===== config.mk =====
export PLATFORM = sky130hd
export DESIGN_NAME = pci_target_ctrl
export DESIGN_NICKNAME = d
export VERILOG_FILES = /design/src/rtl/pci_tgt_pkg.sv /design/src/rtl/pci_addr_decode.sv /design/src/rtl/pci_target_ctrl.sv
export SDC_FILE = /design/constraint.sdc
export NUM_CORES = 1
export LEC_CHECK = 0
export CAP_MARGIN = 20
export CELL_PAD_IN_SITES_DETAIL_PLACEMENT = 0
export CELL_PAD_IN_SITES_GLOBAL_PLACEMENT = 1
export CORE_UTILIZATION = 23
export CTS_BUF_LIST = sky130_fd_sc_hd__clkbuf_2 sky130_fd_sc_hd__clkbuf_4 sky130_fd_sc_hd__clkbuf_8
export DETAILED_ROUTE_END_ITERATION = 12
export PLACE_DENSITY_LB_ADDON = 0.1
export SLEW_MARGIN = 20
export SYNTH_ARGS = -nofsm -noshare
export SYNTH_HDL_FRONTEND = slang
export SYNTH_SLANG_ARGS = --single-unit
export TNS_END_PERCENT = 50

===== constraint.sdc =====
create_clock -name clk -period 1.85 [get_ports clk]
set_input_delay 0.555 -clock clk [delete_from_list [all_inputs] [get_ports clk]]
set_output_delay 0.555 -clock clk [all_outputs]
set_load 0.005 [all_outputs]

===== src/rtl/pci_tgt_pkg.sv =====
// Shared command codes, rw encodings and FSM state type for the PCI target controller.
package pci_tgt_pkg;

    localparam logic [3:0] CMD_MEM_RD = 4'b0110;
    localparam logic [3:0] CMD_MEM_WR = 4'b0111;

    localparam logic [1:0] RW_NONE  = 2'd0;
    localparam logic [1:0] RW_READ  = 2'd1;
    localparam logic [1:0] RW_WRITE = 2'd2;

    typedef enum logic [2:0] {
        ST_IDLE,
        ST_BUSY,
        ST_DATA,
        ST_DISC,
        ST_TURN
    } state_t;

endpackage


===== src/rtl/pci_addr_decode.sv =====
// Combinational address-window and command decode for the PCI target address phase.
module pci_addr_decode
    import pci_tgt_pkg::*;
#(
    parameter logic [31:0] BASE_ADDR = 32'h0000_1000,
    parameter int unsigned ADDR_W    = 4
) (
    input  logic [31:0] ad,
    input  logic [3:0]  cbe_n,
    output logic        hit,
    output logic        is_rd,
    output logic        is_wr
);

    // Compare only the bits above the window offset; the low bits are masked off.
    localparam logic [31:0] WIN_MASK = ~((32'd1 << (ADDR_W + 2)) - 32'd1);

    always_comb begin
        hit   = (((ad ^ BASE_ADDR) & WIN_MASK) == '0);
        is_rd = (cbe_n == CMD_MEM_RD);
        is_wr = (cbe_n == CMD_MEM_WR);
    end

endmodule


===== src/rtl/pci_target_ctrl.sv =====
// PCI target transaction controller: claims window hits, paces data phases, disconnects at window end.
// Optional macro PCI_TGT_WAIT_STATE_EN inserts one trdy_n wait cycle after each non-final transfer.
module pci_target_ctrl
    import pci_tgt_pkg::*;
#(
    parameter logic [31:0] BASE_ADDR = 32'h0000_1000,
    parameter int unsigned ADDR_W    = 4
) (
    input  logic              clk,
    input  logic              rst,
    input  logic              frame_n,
    input  logic              irdy_n,
    input  logic [31:0]       ad,
    input  logic [3:0]        cbe_n,
    output logic              devsel_n,
    output logic              trdy_n,
    output logic              stop_n,
    output logic [1:0]        rw,
    output logic [ADDR_W-1:0] word_addr,
    output logic              xfer
);

`ifdef PCI_TGT_WAIT_STATE_EN
    localparam logic WAIT_EN = 1'b1;
`else
    localparam logic WAIT_EN = 1'b0;
`endif

    localparam logic [ADDR_W-1:0] WA_MAX = '1;

    state_t            state_q, state_d;
    logic              frame_q;
    logic              devsel_q, devsel_d;
    logic              trdy_q, trdy_d;
    logic              stop_q, stop_d;
    logic [1:0]        rw_q, rw_d;
    logic [ADDR_W-1:0] wa_q, wa_d;
    logic              hit, is_rd, is_wr;
    logic              addr_phase;
    logic              to_turn;

    pci_addr_decode #(
        .BASE_ADDR(BASE_ADDR),
        .ADDR_W   (ADDR_W)
    ) u_decode (
        .ad   (ad),
        .cbe_n(cbe_n),
        .hit  (hit),
        .is_rd(is_rd),
        .is_wr(is_wr)
    );

    assign addr_phase = !frame_n && frame_q;
    assign xfer       = (state_q == ST_DATA) && !irdy_n && !trdy_q;

    always_comb begin
        state_d  = state_q;
        devsel_d = devsel_q;
        trdy_d   = trdy_q;
        stop_d   = stop_q;
        rw_d     = rw_q;
        wa_d     = wa_q;
        to_turn  = 1'b0;
        case (state_q)
            ST_IDLE: begin
                if (addr_phase) begin
                    if (hit && (is_rd || is_wr)) begin
                        state_d  = ST_DATA;
                        wa_d     = ad[ADDR_W+1:2];
                        rw_d     = is_wr ? RW_WRITE : RW_READ;
                        devsel_d = 1'b0;
                        // Reads hold trdy_n one extra cycle for AD turnaround.
                        trdy_d   = !is_wr;
                    end else begin
                        state_d = ST_BUSY;
                    end
                end
            end
            ST_BUSY: begin
                if (frame_n && irdy_n) state_d = ST_IDLE;
            end
            ST_DATA: begin
                if (xfer) begin
                    if (wa_q != WA_MAX) wa_d = wa_q + 1'b1;
                    if (frame_n) begin
                        to_turn = 1'b1;
                    end else if (wa_q == WA_MAX) begin
                        state_d = ST_DISC;
                        stop_d  = 1'b0;
                        trdy_d  = 1'b1;
                    end else begin
                        trdy_d = WAIT_EN;
                    end
                end else if (frame_n && irdy_n) begin
                    to_turn = 1'b1;
                end else begin
                    trdy_d = 1'b0;
                end
            end
            ST_DISC: begin
                if (frame_n) to_turn = 1'b1;
            end
            ST_TURN: state_d = ST_IDLE;
            default: state_d = ST_IDLE;
        endcase
        if (to_turn) begin
            state_d  = ST_TURN;
            devsel_d = 1'b1;
            trdy_d   = 1'b1;
            stop_d   = 1'b1;
            rw_d     = RW_NONE;
        end
    end

    always_ff @(posedge clk) begin
        if (rst) begin
            state_q  <= ST_IDLE;
            frame_q  <= 1'b1;
            devsel_q <= 1'b1;
            trdy_q   <= 1'b1;
            stop_q   <= 1'b1;
            rw_q     <= RW_NONE;
            wa_q     <= '0;
        end else begin
            state_q  <= state_d;
            frame_q  <= frame_n;
            devsel_q <= devsel_d;
            trdy_q   <= trdy_d;
            stop_q   <= stop_d;
            rw_q     <= rw_d;
            wa_q     <= wa_d;
        end
    end

    assign devsel_n  = devsel_q;
    assign trdy_n    = trdy_q;
    assign stop_n    = stop_q;
    assign rw        = rw_q;
    assign word_addr = wa_q;

endmodule


# [Word level (Yosys, flattened, before mapping)]
# Cells that the tools add are included.
[totals] output_inout_bits=10 inputBits=40 regBits=13
[op_classes] addsub=1 bitwise_logic=3 n_reduce_logical=20 eq_ne=22 muxes=25
[ops] operator="$logic_not 32->1" count=1
[ops] operator="$mux 3" count=6
[ops] operator="$ne 3x3->1 const B" count=6
[ops] operator="$mux 4" count=4
[ops] operator="$ne 2x2->1 const B" count=6
[ops] operator="$pmux 3 s4" count=1
[ops] operator="$reduce_and 6->1" count=2
[ops] operator="$reduce_and 5->1" count=2
[ops] operator="$mux 1" count=9
[ops] operator="$eq 4x3->1 const B" count=2
[ops] operator="$pmux 4 s2" count=1
[ops] operator="$eq 3x2->1 const B" count=2
[ops] operator="$logic_and 1x1->1" count=5
[ops] operator="$add 4x1->4 const B" count=1
[ops] operator="$eq 4x4->1 const B" count=1
[ops] operator="$logic_not 1->1" count=4
[ops] operator="$mux 2" count=2
[ops] operator="$ne 2x1->1 const B" count=2
[ops] operator="$ne 4x4->1 const B" count=1
[ops] operator="$pmux 1 s2" count=2
[ops] operator="$reduce_and 4->1" count=1
[ops] operator="$eq 3x1->1 const B" count=1
[ops] operator="$logic_not 3->1" count=1
[ops] operator="$ne 3x2->1 const B" count=1
[ops] operator="other kinds (5)" count=7

# [Logic depth before layout (Yosys ltp)]
# Gate-level depths: netlist of the first run.
[depth] depth_word=7 ltp_mapped=6

# [Hierarchy]
# A second synthesis of the first run with hierarchy kept.
[hier_totals] hier_cells=100 area_unflattened_um2=812.0
[by_module_without_submodules] mod="pci_target_ctrl" cells_per_inst=87 n_inst=1 area_per_inst_um2=718.2
[by_module_without_submodules] mod="pci_addr_decode" cells_per_inst=13 n_inst=1 area_per_inst_um2=93.8

# [Worst setup path before layout of the first run]
# Ideal clock, no wire load.
[synth_timing] kind="input -> register" from="input port ad[21]" to="register rw_q[0], in the netlist rw[0]" t_arrival_ns=1.719 path_buffers=0 t_required_ns=1.734 stages=5 setup_time_ns=0.116 setup_slack_ns=0.015 cell_sequence="nor4_2 nand4_2 nor4_2 nand3_1 o211a_1"
[synth_between] elab_chain_cells=3
[synth_rtl] item="start, declared" line_no="pci_target_ctrl.sv:13" rtl="input logic [31:0] ad,"
[synth_rtl] item="$logic_not 32->1" line_no="pci_addr_decode.sv:19" rtl="hit = (((ad ^ BASE_ADDR) & WIN_MASK) == '0);"
[synth_rtl] item="$logic_and 1x1->1" line_no="pci_target_ctrl.sv:67" rtl="if (hit && (is_rd || is_wr)) begin"
[synth_rtl] item="$reduce_and 3->1 (no source line)"
[synth_rtl] item="end signal, assigned" line_no="pci_target_ctrl.sv:130" rtl="rw_q <= rw_d;"
[synth_rtl] item="end, declared" line_no="pci_target_ctrl.sv:36" rtl="logic [1:0] rw_q, rw_d;"
# No other way between the ends.
# A chain may end at the register's enable or synchronous reset.

# [Final worst setup path of the first run]
[layout_timing] from="register state_q[2]" to="output port xfer"
[layout_between] elab_chain_cells=3
[layout_rtl] item="start, declared" line_no="pci_target_ctrl.sv:31" rtl="state_t state_q, state_d;"
[layout_rtl] item="start signal, assigned" line_no="pci_target_ctrl.sv:125" rtl="state_q <= state_d;"
[layout_rtl] item="$eq 3x2->1" line_no="pci_target_ctrl.sv:54" rtl="assign xfer = (state_q == ST_DATA) && !irdy_n && !trdy_q;"
[layout_rtl] item="$logic_and 1x1->1 (2 in a row)" line_no="pci_target_ctrl.sv:54"
[layout_rtl] item="end, declared" line_no="pci_target_ctrl.sv:20" rtl="output logic xfer"
# No other way between the ends.

==> impl_metrics.yaml, run 1 <==
outcome:
  status: "finished with violations"
  failed_checks: "setup timing"
clock_network:
  cts_tree: "done"
  clk_pin_slew_ns: 0.09
  cts.sinks: 13
  ctsRootBufferMaster: "clkbuf_4"
  htreeDepth: 1
  cts_buffers: 3
  cts_hold_buffers: 0
  clock_latency_ns: 0.28
  cts.path.max_buffers: 2
setup_path:
  cp.arrival_ns: 1.30
  cp_max_fo: 2
  rr_endpoint: "state_q[0]"
  rrSetupSlack_ns: 0.26
  cp.required_ns: 1.29
  start_kind: "register"
  r2r-start: "word_addr[1]"
  rr_worst_depth: 6
  criticalPathCategory: "register to output port"
  end_kind: "output port"
  worstSetupEndpoint: "xfer"
  crit_start: "state_q[2]"
placement:
  gp_congestion: 0.782
  dp_slack_ns: -0.543
  io_buffers: 47
  dp_hpwl_um: 1950
  dpl-instance-area_um2: 1450
global_route:
  grt.total_usage: 0.139
  grt_pass1_vias: 925
  grt-ovfl-total: 0
  grt_pass1_wl_um: 3860
  antenna_found_initial: 0
  grt_max_degree: 12
floorplanning:
  die_w_um: 61.7
  dieArea_um2: 3810
  fp.dieH_um: 61.7
  core.rowCount: 21
  ios: 50
  coreArea_um2: 3360
  start_util: 0.244
layout:
  fin_nets: 205
  design_area_um2: 1590
  drive_gt1_frac: 0.313
  syn2layout_area_growth_pct: 93.6
  final_util: 0.472
  diodes: 0
sta:
  finalCritPeriodShare: 1.00
  timing.hold.ws_ns: 0.471
  period_needed_ns: 1.85
  rsz0062_at_grt: "yes"
  fmax_ghz: 0.539
  setup_violations: 1
  final_hold_viol_count: 0
  tightest_slew_ns: 0.637
  relSlewSlack: 0.574
  worst_clock_skew_ns: 0.00359
  drv_slew: 0
  setup_slack_ns: -0.00444
route:
  ant_nets: 0
  routed_via_density: 4.64
  routed_wirelength_um: 2540
  vias: 970
  drt-pass1-iter-count: 4
  post_drt_wl_per_cell_um: 12.2
  drtIter0Drc: 23
  drc: 0
power_and_ir_drop:
  switchingPower_mw: 0.199
  ir_drop_mv: 0.161
  p_leak_nw: 0.675
  swShare: 0.289
  clkPwrFrac: 0.288
  pwr-share-seq: 0.424
  cell_internal_pwr_mw: 0.488
  powerDensity_nw_per_um2: 433
  pwr-share-comb: 0.288
hold_path:
  hold_class: "register to register"
synthesis:
  syn_area_um2: 820
  syn_nets: 137
  yosysUniqueCellTypes: 38
  synth_cells: 96
  avgSynthCellArea_um2: 8.54
  async_reset_ff_frac: 0
  synth.yosys.seq_area_share: 0.318
  synth_area_leader_cell: "dfxtp_1"
  ys_seq_elements: 13
  ys.flop_type: "dfxtp_1"
  synth_edf_count: 0
  synthTopCellsByArea: "dfxtp_1, nand2b_1, a21oi_1, nor4_2, nand3_1"
  synth.most_common_cell: "dfxtp_1"
  synth-warning-count: 0
  synth_top_area_frac: 0.318
  synth.cells.most_frequent: "dfxtp_1, a21oi_1, nand2b_1"
run:
  max_cap_viol_count: 0
==> final cells by class <==
class	instances	area [µm²]
Inverter	5	18.8
Timing Repair Buffer	66	587
Fill cell	371	1780
Tap cell	46	57.6
Clock buffer	4	30.0
Sequential cell	13	265
Multi-Input combinational cell	75	628
==> per-layer routing <==
metal	vias up	GRT usage	share of wire
met4	0	0.0571	0.011
li1	495	-	-
met1	434	0.185	0.46
met3	2	0.0145	0.046
met5	-	0	0
met2	39	0.230	0.48
==> per-stage QoR <==
step | total power [mW] | instances | TNS (ns)
after global placement | 0.485 | 201 | -4.77
after detailed placement | 0.489 | 201 | -5.00
final | 0.687 | 209 | -0.00444
after floorplan | 0.366 | 96 | 0
after global routing | 0.720 | 209 | -0.0925
after CTS | 0.683 | 206 | -0.0114
==> cell usage in the layout, fill, tap and decap left out, drive strengths merged, types with 4 or more instances in the layout <==
| cell | n |
|---|---|
| clkbuf | 7 |
| inv | 5 |
| nor3 | 4 |
| nand2b | 7 |
| buf | 20 |
| nand3 | 6 |
| nor2 | 6 |
| nor4 | 6 |
| a21oi | 8 |
| clkdlybuf4s50 | 17 |
| clkdlybuf4s15 | 9 |
| dlygate4sd2 | 15 |
| dfxtp | 13 |
| nand2 | 6 |
| o21ai | 5 |
==> power groups by stage <==
stage / clock, mW / combinational (mW) / sequential, mW
finish: 0.198 / 0.198 / 0.291
CTS: 0.207 / 0.185 / 0.291
global route: 0.214 / 0.215 / 0.292
floorplan: 0 / 0.0665 / 0.300
global placement: 0 / 0.189 / 0.297
detailed placement: 0 / 0.191 / 0.298
==> worst max-delay path, stage by stage (launching register included) <==
cell and delay, ns:
dfxtp_1 0.33, or3b_4 0.40, nor3_1 0.16, buf_2 0.13
==> timing repair <==
item                                    4_1_cts  5_1_grt
buffers inserted                              1        3
pin swaps                                    19       14
resized for setup                            44       25
endpoints found under the setup margin       11       13
==> flip-flops by register name, indices dropped and copies added, names as in the netlist <==
name / flops
word_addr: 4
state_q: 3
rw: 2
devsel_n: 1
trdy_n: 1
stop_n: 1
frame_q: 1
==> how the worst min path moves through the flow <==
stage,startpoint,to,slack [ns],cells after the start
6_report,devsel_n,devsel_n,0.47,2
5_1_grt,devsel_n,devsel_n,0.49,2
4_1_cts,devsel_n,devsel_n,0.48,2
3_5_place_dp,devsel_n,devsel_n,0.46,2
3_3_place_gp,devsel_n,devsel_n,0.46,2
2_1_floorplan,stop_n,stop_n,0.46,2
==> logic make-up (layout without fill, tap and decap cells) <==
kind of cell | count (synthesis) | in the layout | share of synthesized area
compound gates | 25 | 25 | 0.223
mux | 2 | 2 | 0.0260
buf+inv | 8 | 75 | 0.0366
flops | 13 | 13 | 0.318
fa+ha+maj | 1 | 1 | 0.0153
simple gates | 47 | 47 | 0.382
Note: power is estimated with default switching activity, not from simulation.
==> run 2: changes to the inputs <==
==> constraint.sdc (replaced) <==
create_clock -name clk -period 1.85 [get_ports clk]
set_input_delay 0.555 -clock clk [delete_from_list [all_inputs] [get_ports clk]]
set_output_delay 0.555 -clock clk [all_outputs]
set_load 0.01 [all_outputs]
==> run 2 against run 1 <==
Net effect: the run now ends clean; core utilization decreased by 1.1 points; via count decreased by 1.0%; worst hold slack got worse by 0.010 ns; critical path depth unchanged.
==> impl_metrics.yaml, run 2 (synthesized netlist as in run 1, its figures left out) <==
floorplanning:
  start_util: 0.244
  dieArea_um2: 3810
  die_w_um: 61.7
  ios: 50
  fp.dieH_um: 61.7
  core.rowCount: 21
  coreArea_um2: 3360
hold_path:
  hold_class: "register to register"
global_route:
  grt-ovfl-total: 0
  grt.total_usage: 0.139
  antenna_found_initial: 0
  grt_max_degree: 12
  grt_pass1_vias: 914
  grt_pass1_wl_um: 3850
placement:
  dp_slack_ns: -0.545
  gp_congestion: 0.781
  dp_hpwl_um: 1940
  io_buffers: 47
  dpl-instance-area_um2: 1450
layout:
  drive_gt1_frac: 0.360
  design_area_um2: 1550
  largest_reg_flops: 4
  final_common_cell: "buf_4"
  diodes: 0
  final_cell_mix: "buf_4, clkdlybuf4s50_1, dfxtp_1, clkbuf_2, dlygate4sd2_1"
  syn2layout_area_growth_pct: 89.2
  fin_nets: 206
  fillerInstances: 355
run:
  max_cap_viol_count: 0
clock_network:
  cts_buffers: 3
  clk_pin_slew_ns: 0.08
  ctsRootBufferMaster: "clkbuf_4"
  clock_latency_ns: 0.27
  cts_tree: "done"
  cts.sinks: 13
  cts_hold_buffers: 0
  cts.path.max_buffers: 2
  htreeDepth: 1
sta:
  tightest_slew_ns: 0.581
  final_hold_viol_count: 0
  setup_slack_ns: 0.0103
  period_needed_ns: 1.84
  rsz0062_at_grt: "yes"
  worst_clock_skew_ns: 0.00413
  relSlewSlack: 0.612
  fmax_ghz: 0.544
  drv_slew: 0
  finalCritPeriodShare: 0.994
  timing.hold.ws_ns: 0.461
  setup_violations: 0
  finalSetupTns_ns: 0
route:
  ant_nets: 0
  routed_via_density: 4.57
  drtIter0Drc: 38
  routed_wirelength_um: 2480
  post_drt_wl_per_cell_um: 11.8
  drc: 0
  vias: 960
  drt-pass1-iter-count: 4
setup_path:
  criticalPathCategory: "primary input to output port"
  crit_chain: "clkdlybuf4s50_1, nor3_1, buf_2"
  cp.required_ns: 1.29
  cp_max_fo: 2
  cp.arrival_ns: 1.28
  end_kind: "output port"
  start_kind: "primary input"
  critical_path.max_stage_delay_ns: 0.42
  slowest_stage: "clkdlybuf4s50_1"
outcome:
  status: "finished clean"
power_and_ir_drop:
  powerDensity_nw_per_um2: 436
  total_power_mw: 0.677
  ir_drop_mv: 0.151
  p_leak_nw: 0.680
==> run 2: cell count changes in the layout (fill, tap and decap cells not counted), moves of 3 or more <==
cell / previous run / this run
clkbuf_2: 3 / 10
dlygate4sd2_1: 15 / 10
clkdlybuf4s15_1: 9 / 5
buf_4: 17 / 20
==> run 2: through the flow <==
stage,utilization,std cells
finish,0.461,210
global route,0.461,210
CTS,0.454,208
detailed placement,0.431,201
global placement,0.431,201
floorplan,-,96
==> run 2: metal layers <==
metal  track usage  share of wire  vias up
met5             0              0        -
met4        0.0571              0        0
met3        0.0145          0.050        0
met2         0.235           0.49       36
met1         0.180           0.46      429
li1              -              -      495
==> run 2: cell type report <==
class / count / area [µm²] / area share
Multi-Input combinational cell: 75 / 617 / 0.398
Timing Repair Buffer: 67 / 563 / 0.363
Sequential cell: 13 / 264 / 0.170
Clock buffer: 4 / 30.0 / 0.0194
Tap cell: 46 / 57.6 / 0.0371
Inverter: 5 / 18.8 / 0.0121
==> run 2: power breakdown <==
part / switching, mW / leakage (nW) / internal (mW)
Combinational: 0.0877 / 0.556 / 0.101
Sequential: 0.00426 / 0.106 / 0.287
Clock: 0.0990 / 0.0184 / 0.0981
==> run 2: final timing paths <==
check             slack (ns)  cells past startpoint        from            to
setup / recovery        0.01                      3      irdy_n          xfer
hold / removal          0.46                      2      stop_n        stop_n
setup reg to reg        0.25                      5  state_q[1]  word_addr[0]
hold reg to reg         0.46                      2      stop_n        stop_n
==> run 2: repair_timing <==
| item | CTS | global route |
|---|---|---|
| resized for setup | 45 | 37 |
| pin swaps | 15 | 12 |
| setup buffers | 3 | 2 |
| setup endpoints to repair | 12 | 11 |
==> run 2: critical path: cells and delay by family <==
kind / cells / cell delay, ns
buffers and inverters: 2 / 0.57
AND/OR/NAND/NOR: 1 / 0.16
